$ cat src/rtl/fetch_pkg.sv
// Shared definitions for the instruction fetch controller and its queue.
package fetch_pkg;

  // Controller states: RUN issues fetches, FAULT stops issuing until an even redirect.
  typedef enum logic {
    ST_RUN   = 1'b0,
    ST_FAULT = 1'b1
  } fetch_state_e;

  // Byte distance between consecutive 16-bit instructions.
  localparam int PC_STEP = 2;

  // Number of fetched instructions buffered toward decode.
  localparam int FQ_DEPTH = 2;

endpackage

$ cat src/rtl/inst_fetch_ctrl_if.sv
// Bundle of the memory read port, redirect input and decode handshake.
// The controller is the master; memory, branch unit and decode form the slave side.
interface inst_fetch_ctrl_if #(
  parameter int ADDR_WIDTH = 16,
  parameter int DATA_WIDTH = 16
);

  logic [ADDR_WIDTH-1:0] mem_addr;
  logic [DATA_WIDTH-1:0] mem_data;
  logic                  mem_exc;
  logic                  redirect_valid;
  logic [ADDR_WIDTH-1:0] redirect_pc;
  logic                  out_valid;
  logic                  out_ready;
  logic [DATA_WIDTH-1:0] out_instr;
  logic [ADDR_WIDTH-1:0] out_pc;
  logic                  fault;
  logic [ADDR_WIDTH-1:0] fault_pc;

  modport master (
    output mem_addr, out_valid, out_instr, out_pc, fault, fault_pc,
    input  mem_data, mem_exc, redirect_valid, redirect_pc, out_ready
  );

  modport slave (
    input  mem_addr, out_valid, out_instr, out_pc, fault, fault_pc,
    output mem_data, mem_exc, redirect_valid, redirect_pc, out_ready
  );

endinterface

$ cat src/rtl/fetch_queue.sv
// Two-entry FIFO holding fetched {instr, pc} pairs between memory and decode.
// Push and pop may happen together; flush empties it without touching storage.
module fetch_queue
  import fetch_pkg::*;
#(
  parameter int AW = 16,
  parameter int DW = 16
) (
  input  logic          clk,
  input  logic          rst,
  input  logic          push_i,
  input  logic [DW-1:0] pushInstr_i,
  input  logic [AW-1:0] pushPc_i,
  input  logic          pop_i,
  input  logic          flush_i,
  output logic [1:0]    count_o,
  output logic [DW-1:0] headInstr_o,
  output logic [AW-1:0] headPc_o
);

  logic [DW-1:0] instr_q [FQ_DEPTH];
  logic [AW-1:0] pc_q    [FQ_DEPTH];
  logic          rdPtr_q;
  logic          wrPtr_q;
  logic [1:0]    count_q;
  logic [1:0]    count_d;
  logic          doPush;
  logic          doPop;

  // A push is accepted when there is room, or when a pop frees the head slot.
  always_comb begin
    doPop   = pop_i && (count_q != 2'd0);
    doPush  = push_i && ((count_q < 2'(FQ_DEPTH)) || doPop);
    count_d = count_q + {1'b0, doPush} - {1'b0, doPop};
  end

  // Storage and pointers; reset clears the entries so the head reads zero.
  always_ff @(posedge clk) begin
    if (rst) begin
      for (int i = 0; i < FQ_DEPTH; i++) begin
        instr_q[i] <= '0;
        pc_q[i]    <= '0;
      end
      rdPtr_q <= 1'b0;
      wrPtr_q <= 1'b0;
      count_q <= 2'd0;
    end else if (flush_i) begin
      rdPtr_q <= 1'b0;
      wrPtr_q <= 1'b0;
      count_q <= 2'd0;
    end else begin
      if (doPush) begin
        instr_q[wrPtr_q] <= pushInstr_i;
        pc_q[wrPtr_q]    <= pushPc_i;
        wrPtr_q          <= ~wrPtr_q;
      end
      if (doPop) begin
        rdPtr_q <= ~rdPtr_q;
      end
      count_q <= count_d;
    end
  end

  assign count_o     = count_q;
  assign headInstr_o = instr_q[rdPtr_q];
  assign headPc_o    = pc_q[rdPtr_q];

endmodule

$ cat src/rtl/inst_fetch_ctrl.sv
// Instruction fetch controller: owns the PC, issues one aligned read per cycle,
// tracks the single in-flight response, buffers results and handles redirects/faults.
module inst_fetch_ctrl
  import fetch_pkg::*;
#(
  parameter int ADDR_WIDTH = 16,
  parameter int DATA_WIDTH = 16,
  parameter int MEM_SIZE   = 4096,
  parameter int RESET_PC   = 0
) (
  input logic               clk,
  input logic               rst,
  inst_fetch_ctrl_if.master bus
);

  localparam logic [ADDR_WIDTH:0] PC_LIMIT = (ADDR_WIDTH+1)'(MEM_SIZE - 1);

  fetch_state_e          state_q, state_d;
  logic [ADDR_WIDTH-1:0] pc_q, pc_d;
  logic                  inflight_q, inflight_d;
  logic [ADDR_WIDTH-1:0] inflightPc_q, inflightPc_d;
  logic                  fault_q, fault_d;
  logic [ADDR_WIDTH-1:0] faultPc_q, faultPc_d;

  logic [1:0]            qCount;
  logic [DATA_WIDTH-1:0] headInstr;
  logic [ADDR_WIDTH-1:0] headPc;
  logic                  outValid;
  logic                  pop;
  logic                  push;
  logic                  flush;
  logic [2:0]            occupancy;

  fetch_queue #(
    .AW(ADDR_WIDTH),
    .DW(DATA_WIDTH)
  ) uQueue (
    .clk        (clk),
    .rst        (rst),
    .push_i     (push),
    .pushInstr_i(bus.mem_data),
    .pushPc_i   (inflightPc_q),
    .pop_i      (pop),
    .flush_i    (flush),
    .count_o    (qCount),
    .headInstr_o(headInstr),
    .headPc_o   (headPc)
  );

  // Handshake toward decode; a redirect hides the head so nothing stale is consumed.
  always_comb begin
    outValid  = (qCount != 2'd0) && !bus.redirect_valid;
    pop       = outValid && bus.out_ready;
    occupancy = {1'b0, qCount} + {2'b00, inflight_q} - {2'b00, pop};
  end

  // Next-state logic: redirect wins, then response handling, then issue or pre-check fault.
  always_comb begin
    state_d      = state_q;
    pc_d         = pc_q;
    inflight_d   = 1'b0;
    inflightPc_d = inflightPc_q;
    fault_d      = fault_q;
    faultPc_d    = faultPc_q;
    push         = 1'b0;
    flush        = 1'b0;

    if (bus.redirect_valid) begin
      flush = 1'b1;
      pc_d  = bus.redirect_pc;
      if (bus.redirect_pc[0]) begin
        state_d   = ST_FAULT;
        fault_d   = 1'b1;
        faultPc_d = bus.redirect_pc;
      end else begin
        state_d = ST_RUN;
        fault_d = 1'b0;
      end
    end else if (inflight_q && bus.mem_exc) begin
      state_d   = ST_FAULT;
      fault_d   = 1'b1;
      faultPc_d = inflightPc_q;
    end else begin
      push = inflight_q;
      if (state_q == ST_RUN) begin
        if ({1'b0, pc_q} >= PC_LIMIT) begin
          state_d   = ST_FAULT;
          fault_d   = 1'b1;
          faultPc_d = pc_q;
        end else if (occupancy < 3'(FQ_DEPTH)) begin
          inflight_d   = 1'b1;
          inflightPc_d = pc_q;
          pc_d         = pc_q + ADDR_WIDTH'(PC_STEP);
        end
      end
    end
  end

  // State registers with synchronous reset.
  always_ff @(posedge clk) begin
    if (rst) begin
      state_q      <= ST_RUN;
      pc_q         <= ADDR_WIDTH'(RESET_PC);
      inflight_q   <= 1'b0;
      inflightPc_q <= '0;
      fault_q      <= 1'b0;
      faultPc_q    <= '0;
    end else begin
      state_q      <= state_d;
      pc_q         <= pc_d;
      inflight_q   <= inflight_d;
      inflightPc_q <= inflightPc_d;
      fault_q      <= fault_d;
      faultPc_q    <= faultPc_d;
    end
  end

  assign bus.mem_addr  = pc_q;
  assign bus.out_valid = outValid;
  assign bus.out_instr = headInstr;
  assign bus.out_pc    = headPc;
  assign bus.fault     = fault_q;
  assign bus.fault_pc  = faultPc_q;

endmodule

$ cat src/flat_wrapper.sv
// flat-port wrapper written by rule: the top's interface ports become plain ports
module inst_fetch_ctrl_flat import fetch_pkg::*;
#(
  parameter int ADDR_WIDTH = 16,
  parameter int DATA_WIDTH = 16,
  parameter int MEM_SIZE   = 4096,
  parameter int RESET_PC   = 0
)
  (clk, rst, bus_mem_addr, bus_out_valid, bus_out_instr, bus_out_pc, bus_fault, bus_fault_pc, bus_mem_data, bus_mem_exc, bus_redirect_valid, bus_redirect_pc, bus_out_ready);
  inst_fetch_ctrl_if #(.ADDR_WIDTH(ADDR_WIDTH), .DATA_WIDTH(DATA_WIDTH)) bus_i ();
  input logic clk;
  input logic rst;
  output wire logic [$bits(bus_i.mem_addr)-1:0] bus_mem_addr;
  output wire logic [$bits(bus_i.out_valid)-1:0] bus_out_valid;
  output wire logic [$bits(bus_i.out_instr)-1:0] bus_out_instr;
  output wire logic [$bits(bus_i.out_pc)-1:0] bus_out_pc;
  output wire logic [$bits(bus_i.fault)-1:0] bus_fault;
  output wire logic [$bits(bus_i.fault_pc)-1:0] bus_fault_pc;
  input wire logic [$bits(bus_i.mem_data)-1:0] bus_mem_data;
  input wire logic [$bits(bus_i.mem_exc)-1:0] bus_mem_exc;
  input wire logic [$bits(bus_i.redirect_valid)-1:0] bus_redirect_valid;
  input wire logic [$bits(bus_i.redirect_pc)-1:0] bus_redirect_pc;
  input wire logic [$bits(bus_i.out_ready)-1:0] bus_out_ready;
  assign bus_mem_addr = bus_i.mem_addr;
  assign bus_out_valid = bus_i.out_valid;
  assign bus_out_instr = bus_i.out_instr;
  assign bus_out_pc = bus_i.out_pc;
  assign bus_fault = bus_i.fault;
  assign bus_fault_pc = bus_i.fault_pc;
  assign bus_i.mem_data = bus_mem_data;
  assign bus_i.mem_exc = bus_mem_exc;
  assign bus_i.redirect_valid = bus_redirect_valid;
  assign bus_i.redirect_pc = bus_redirect_pc;
  assign bus_i.out_ready = bus_out_ready;
  inst_fetch_ctrl #(.ADDR_WIDTH(ADDR_WIDTH), .DATA_WIDTH(DATA_WIDTH), .MEM_SIZE(MEM_SIZE), .RESET_PC(RESET_PC)) u_core (.clk(clk), .rst(rst), .bus(bus_i));
endmodule
$ cat config.mk
export PLATFORM = sky130hd
export DESIGN_NAME = inst_fetch_ctrl_flat
export DESIGN_NICKNAME = d
export VERILOG_FILES = /design/src/rtl/fetch_pkg.sv /design/src/rtl/inst_fetch_ctrl_if.sv /design/src/rtl/fetch_queue.sv /design/src/rtl/inst_fetch_ctrl.sv /design/src/flat_wrapper.sv
export SDC_FILE = /design/constraint.sdc
export NUM_CORES = 1
export LEC_CHECK = 0
export CORE_MARGIN = 3
export CORE_UTILIZATION = 40
export CTS_BUF_LIST = sky130_fd_sc_hd__clkbuf_16
export DETAILED_ROUTE_END_ITERATION = 12
export SLEW_MARGIN = 20
export SYNTH_ARGS = -nofsm -noshare
export SYNTH_HDL_FRONTEND = slang
export SYNTH_SLANG_ARGS = --single-unit
$ cat constraint.sdc
create_clock -name clk -period 6.05 [get_ports clk]
set_input_delay 0.9075 -clock clk [delete_from_list [all_inputs] [get_ports clk]]
set_output_delay 0.9075 -clock clk [all_outputs]
set_load 0.05 [all_outputs]
==> flow_summary.json, run 1 <==
{
  "outcome": "finished, final reports clean",
  "die_area_um2": 15500,
  "cts.sinks": 120,
  "cts.htree.levels": 4,
  "start_util_pct": 41.6,
  "async_flop_share_pct": 0,
  "syn_area_um2": 5600,
  "synth-seq-cells": 120,
  "p_leak_nw": 2.81,
  "worstSetupPathType": "in -> reg",
  "synthSimpleGateAreaFrac_pct": 18.6,
  "synth_top_family_by_area": "simple AND/OR/NAND/NOR gates",
  "p_comb_share_pct": 14.1,
  "clkTransAtPathRegs_ns": 0.05,
  "worst_setup_path_start_kind": "input pin",
  "post-cts-setup-buffers": 0,
  "period_share_pct": 65.9,
  "setup_ws_ns": 2.06,
  "ios": 103,
  "portBuffers": 102,
  "p_int_mw": 1.61,
  "reg2regPathDepth": 8,
  "vias": 4255,
  "ys_types": 53,
  "holdWs_ns": 0.458,
  "critPathMaxFanout": 42,
  "regToRegEndpoint": "u_core.bus.mem_addr[7]$_SDFFE_PP0P_",
  "worst_pin_slew_ns": 0.956,
  "yosysWarnings": 0,
  "cts_buffers": 17,
  "endpoint_kind": "flip-flop",
  "finalWeightedCongestion": 0.867,
  "p_per_area_nw_per_um2": 295,
  "dr.pass1.iters": 5,
  "routed_via_density": 5.47,
  "fmaxAchievable_mhz": 251,
  "clockBufferDepth": 2,
  "p_seq_share_pct": 42.5,
  "cts_root_buffer": "clkbuf_16",
  "final_common_cell": "clkdlybuf4s50_1",
  "synth_edf_count": 64,
  "dp_hpwl_mm": 9.36,
  "finClkSkew_ns": 0.00887,
  "ys_seq_area_share_pct": 54.4,
  "antenna_found_initial": 0,
  "grt_overflow_total": 0,
  "cp-startpoint": "bus_redirect_valid",
  "grt_pass1_wl_mm": 23.2,
  "post_drt_wl_per_cell_um": 18.0,
  "gr-usage-all-layers_pct": 18.8,
  "netlist.area_leader.share_pct": 34.3,
  "slew_violations": 0,
  "synthCells": 494,
  "p_switching_uw": 572,
  "hold_buffers": 0,
  "fin_tns_setup_ns": 0,
  "synth_top_cells_by_area": "edfxtp_1, dfxtp_1, mux2_2",
  "grt_setup_unrepaired": "no",
  "ys.flop_type": "edfxtp_1",
  "required_ns": 6.35,
  "clock_latency_ns": 0.42,
  "timing_hold_violations_final": 0,
  "num_antenna_cells": 0,
  "ant_nets": 0,
  "coreArea_um2": 13500,
  "maxCapViolCount": 0,
  "syn_avg_cell_area_um2": 11.3,
  "routed_wl_mm": 14.0,
  "synth_fa_ha_area_share_pct": 1.25,
  "power_frac_clock_pct": 43.3,
  "area_growth_pct": 32.2,
  "rows": 42,
  "crit_arrival_ns": 4.28,
  "drive_gt1_share_pct": 13.6,
  "drc": 0,
  "crit_path_end": "u_core.bus.mem_addr[7]$_SDFFE_PP0P_",
  "nets": 631,
  "peakVddDrop_mv": 0.194,
  "synth_nets": 536,
  "yosys.area.top_type": "edfxtp_1",
  "layout.cells.non_filler": 778,
  "grt_pass1_vias": 4333,
  "crit-reg2reg-launch": "u_core.inflight_q$_SDFF_PP0_",
  "mostFrequentLayoutCells": "clkdlybuf4s50_1, and2_1, edfxtp_1",
  "reg2reg_setup_slack_ns": 2.85,
  "synth_xor_area_share_pct": 0.782,
  "post_cts_resize_count": 0,
  "swShare_pct": 26.2,
  "hold_path_class": "reg -> reg",
  "place_ws_ns": 1.67,
  "synth_compound_area_share_pct": 11.2,
  "placed_cells": 744,
  "grt_max_degree": 43,
  "setup_viol": 0,
  "die_w_um": 124,
  "drtIter0Drc": 387,
  "final.min_clock_period_ns": 3.99,
  "synthMuxAreaShare_pct": 10.7,
  "relSlewSlack_pct": 36.0,
  "die_h_um": 124,
  "cts_tree": "done"
}
[metal layers]
metal,routed length (um),GRT usage (%)
met5,0,0
met3,742,5.49
met1,6420,24.7
met4,245,6.77
met2,6590,29.7
[power groups by stage]
stage          Sequential, mW  Clock, mW  Combinational (mW)
2_1_floorplan           0.997          0               0.136
3_3_place_gp            0.941          0               0.303
3_5_place_dp            0.944          0               0.304
4_1_cts                 0.927      0.963               0.305
5_1_grt                 0.933       1.00               0.327
6_report                0.927      0.944               0.308
[per-stage QoR]
stage | cell area, um^2 | util [%] | power (mW)
finish | 7400 | 55.0 | 2.18
global route | 7400 | 55.0 | 2.26
CTS | 7340 | 54.5 | 2.20
detailed placement | 6780 | 50.4 | 1.25
global placement | 6780 | 50.4 | 1.24
floorplan | 5600 | - | 1.13
[critical path, stage by stage]
cell	delay (ns)
clkdlybuf4s50_1	0.45
buf_4	0.39
nor3b_1	0.12
ha_1	0.32
nor2b_1	0.16
fa_1	0.44
nor2_1	0.21
and3_1	0.56
nand3_1	0.29
o311ai_0	0.42
[synthesized netlist by cell type, types with 2 or more instances]
cell	count
dfxtp_1	56
and4_1	3
ha_1	4
nand2_1	31
nor3_1	7
buf_1	5
nor3b_1	2
o211ai_1	16
a21oi_1	15
nand4_1	2
edfxtp_1	64
inv_1	8
mux2i_1	18
a211o_1	10
nor4_4	2
and2_1	66
a221oi_1	2
mux2_2	37
nor2_1	17
o311ai_0	10
o31a_1	4
xnor2_1	4
nor2b_1	3
nor4_1	2
nand2b_1	3
nand3_1	19
a311oi_1	2
and3_1	17
buf_2	2
o21ai_0	16
clkbuf_1	25
[sequential cells by signal, indices dropped and copies added (netlist names), 2 cells and up, named ones only]
name                   flops
u_core.bus.fault_pc       16
u_core.bus.mem_addr       16
u_core.inflightPc_q       16
u_core.uQueue.count_o      2
u_core.uQueue.instr_q     32
u_core.uQueue.pc_q        32
[cell type report]
cell class / count / area [um^2]
Clock buffer: 19 / 475
Clock inverter: 13 / 85.1
Fill cell: 1173 / 6050
Inverter: 9 / 33.8
Multi-Input combinational cell: 331 / 2420
Sequential cell: 120 / 3040
Tap cell: 176 / 220
Timing Repair Buffer: 110 / 1120
[cells by family after synthesis]
group                    after synthesis
AND/OR/NAND/NOR                      180
AO/OA/AOI/OAI                         86
buffers and inverters                 43
XOR/XNOR                               5
flip-flops                           120
adder cells (fa/ha/maj)                5
multiplexers                          55
[how the worst min path moves through the flow]
stage                                              from                                   to  slack [ns]  cells after the start
CTS                 u_core.bus.fault_pc[1]$_SDFFE_PP0P_  u_core.bus.fault_pc[1]$_SDFFE_PP0P_        0.47                      2
global placement    u_core.bus.fault_pc[3]$_SDFFE_PP0P_  u_core.bus.fault_pc[3]$_SDFFE_PP0P_        0.45                      2
global route        u_core.bus.fault_pc[7]$_SDFFE_PP0P_  u_core.bus.fault_pc[7]$_SDFFE_PP0P_        0.49                      2
detailed placement  u_core.bus.fault_pc[1]$_SDFFE_PP0P_  u_core.bus.fault_pc[1]$_SDFFE_PP0P_        0.46                      2
floorplan           u_core.inflightPc_q[3]$_SDFFE_PP0P_  u_core.inflightPc_q[3]$_SDFFE_PP0P_        0.47                      2
finish              u_core.bus.fault_pc[1]$_SDFFE_PP0P_  u_core.bus.fault_pc[1]$_SDFFE_PP0P_        0.46                      2
No activity file was read; power rests on OpenSTA's default activity.
==> run 2, diff against run 1 <==
==> constraint.sdc (replaced) <==
create_clock -name clk -period 4 [get_ports clk]
set_input_delay 0.6 -clock clk [delete_from_list [all_inputs] [get_ports clk]]
set_output_delay 0.6 -clock clk [all_outputs]
set_load 0.05 [all_outputs]
==> run 2 against run 1 <==
Combinational power increased by 54%. Sequential power grew 51%. Cell count rose by 0.90%. Via count about the same. Critical endpoint is now u_core.bus.mem_addr[10]$_SDFFE_PP0P_.
==> flow_summary.json, run 2 (same netlist as run 1, synthesis figures left out) <==
{
  "maxCapViolCount": 0,
  "peakVddDrop_mv": 0.226,
  "slowest_delay_ns": 0.49,
  "gr-usage-all-layers_pct": 19.4,
  "biggestRegsByFlops": "u_core.uQueue.instr_q x32, u_core.uQueue.pc_q x32",
  "routed_via_density": 5.42,
  "cts.htree.levels": 4,
  "die_area_um2": 15500,
  "die_h_um": 124,
  "hold_path_class": "reg -> reg",
  "drive_gt1_share_pct": 14.1,
  "post_cts_resize_count": 0,
  "final.min_clock_period_ns": 3.26,
  "portBuffers": 102,
  "final_common_cell": "clkdlybuf4s50_1",
  "grt_max_degree": 42,
  "grt_overflow_total": 0,
  "hold_buffers": 0,
  "num_antenna_cells": 0,
  "clkTransAtPathRegs_ns": 0.05,
  "crit_arrival_ns": 3.53,
  "slew_violations": 0,
  "grt_pass1_wl_mm": 23.9,
  "die_w_um": 124,
  "fmaxAchievable_mhz": 307,
  "nets": 638,
  "fillers": 1222,
  "path_cells": "clkdlybuf4s50_1 > nor3b_1 > ha_1 > nor2b_1 > fa_1 > nor2_1 > nand4_1 > buf_4 > o311ai_0 > o311ai_0",
  "antenna_found_initial": 0,
  "clock_latency_ns": 0.41,
  "area_growth_pct": 31.9,
  "cts_buffers": 17,
  "mostFrequentLayoutCells": "clkdlybuf4s50_1, and2_1, edfxtp_1",
  "routed_wl_mm": 14.6,
  "setup_viol": 0,
  "post_drt_wl_per_cell_um": 18.5,
  "grt_pass1_vias": 4412,
  "drc": 0,
  "required_ns": 4.27,
  "start_util_pct": 41.6,
  "ios": 103,
  "vias": 4251,
  "multi_input_area_um2": 2410,
  "cts.sinks": 120,
  "drtIter0Drc": 391,
  "post-cts-setup-buffers": 0,
  "outcome": "finished, final reports clean",
  "finalWeightedCongestion": 0.856,
  "p_per_area_nw_per_um2": 444,
  "critPathMaxFanout": 7,
  "dr.pass1.iters": 6,
  "timing_hold_violations_final": 0,
  "crit_top_cell": "o311ai_0",
  "p_leak_nw": 2.81,
  "path_delay_family": "simple AND/OR/NAND/NOR gates",
  "ant_nets": 0,
  "endpoint_kind": "flip-flop",
  "seqCellArea_um2": 3040,
  "cts_root_buffer": "clkbuf_16",
  "critPathBufInv": 2,
  "period_share_pct": 81.6,
  "cts_tree": "done",
  "worst_setup_path_start_kind": "input pin",
  "worst_pin_slew_ns": 0.932,
  "rows": 42,
  "finClkSkew_ns": 0.00621,
  "relSlewSlack_pct": 37.6,
  "cp_slowest_cell": "clkdlybuf4s50_1",
  "holdWs_ns": 0.463,
  "fin_tns_setup_ns": 0,
  "coreArea_um2": 13500,
  "worstSetupPathType": "in -> reg",
  "dp_hpwl_mm": 9.87,
  "grt_setup_unrepaired": "no",
  "clockBufferDepth": 2
}
## run 2: cell count changes in the layout (fill, tap and decap cells not counted), moves of 2 or more
cell,before,now
clkbuf_16,19,17
clkinv_1,4,9
clkinv_2,5,3
inv_1,11,9
buf_16,2,0
buf_4,6,15
## run 2: stage by stage
step / instances / area, um^2 / util (%) / setup WS (ns) / power, mW
5_1_grt: 785 / 7390 / 54.9 / 0.501 / 3.41
6_report: 785 / 7390 / 54.9 / 0.737 / 3.28
3_3_place_gp: 753 / 6840 / 50.9 / 0.440 / 1.90
4_1_cts: 785 / 7390 / 54.9 / 0.758 / 3.31
3_5_place_dp: 753 / 6840 / 50.9 / 0.332 / 1.90
2_1_floorplan: 494 / 5600 / - / 0.322 / 1.71
## run 2: layout make-up
cell class,count,area share [%]
Multi-Input combinational cell,331,32.7
Clock buffer,17,5.76
Inverter,9,0.457
Timing Repair Buffer,117,15.3
Clock inverter,15,1.59
Sequential cell,120,41.2
Tap cell,176,2.98
## run 2: path summary, 6_finish.rpt
| path | to | cells after the start | startpoint | slack [ns] |
|---|---|---|---|---|
| worst max-delay path | u_core.bus.mem_addr[10]$_SDFFE_PP0P_ | 10 | bus_out_ready | 0.74 |
| worst max register to register | u_core.bus.mem_addr[10]$_SDFFE_PP0P_ | 10 | u_core.uQueue.count_o[1]$_SDFF_PP0_ | 0.98 |
| worst min-delay path | u_core.bus.fault_pc[11]$_SDFFE_PP0P_ | 2 | u_core.bus.fault_pc[11]$_SDFFE_PP0P_ | 0.46 |
| worst min register to register | u_core.bus.fault_pc[11]$_SDFFE_PP0P_ | 2 | u_core.bus.fault_pc[11]$_SDFFE_PP0P_ | 0.46 |
## run 2: worst min-delay path: cells and delay by family (launching register included)
family           cells  cell delay (ns)
DFF                  1             0.31
muxes                1             0.05
and+or+nand+nor      1             0.05
## run 2: layer usage
layer | global-route usage (%) | up-vias | wire length, um
met5 | 0 | - | 0
met4 | 6.77 | 0 | 209
met3 | 4.80 | 17 | 775
met2 | 30.4 | 140 | 6860
met1 | 26.3 | 2065 | 6720
li1 | - | 2029 | -
## run 2: power breakdown
group	internal [mW]	leakage [nW]	switching, mW	total (mW)
Combinational	0.174	1.42	0.298	0.473
Clock	0.891	0.271	0.515	1.41
Sequential	1.35	1.12	0.0500	1.40
Total	2.42	2.81	0.864	3.28
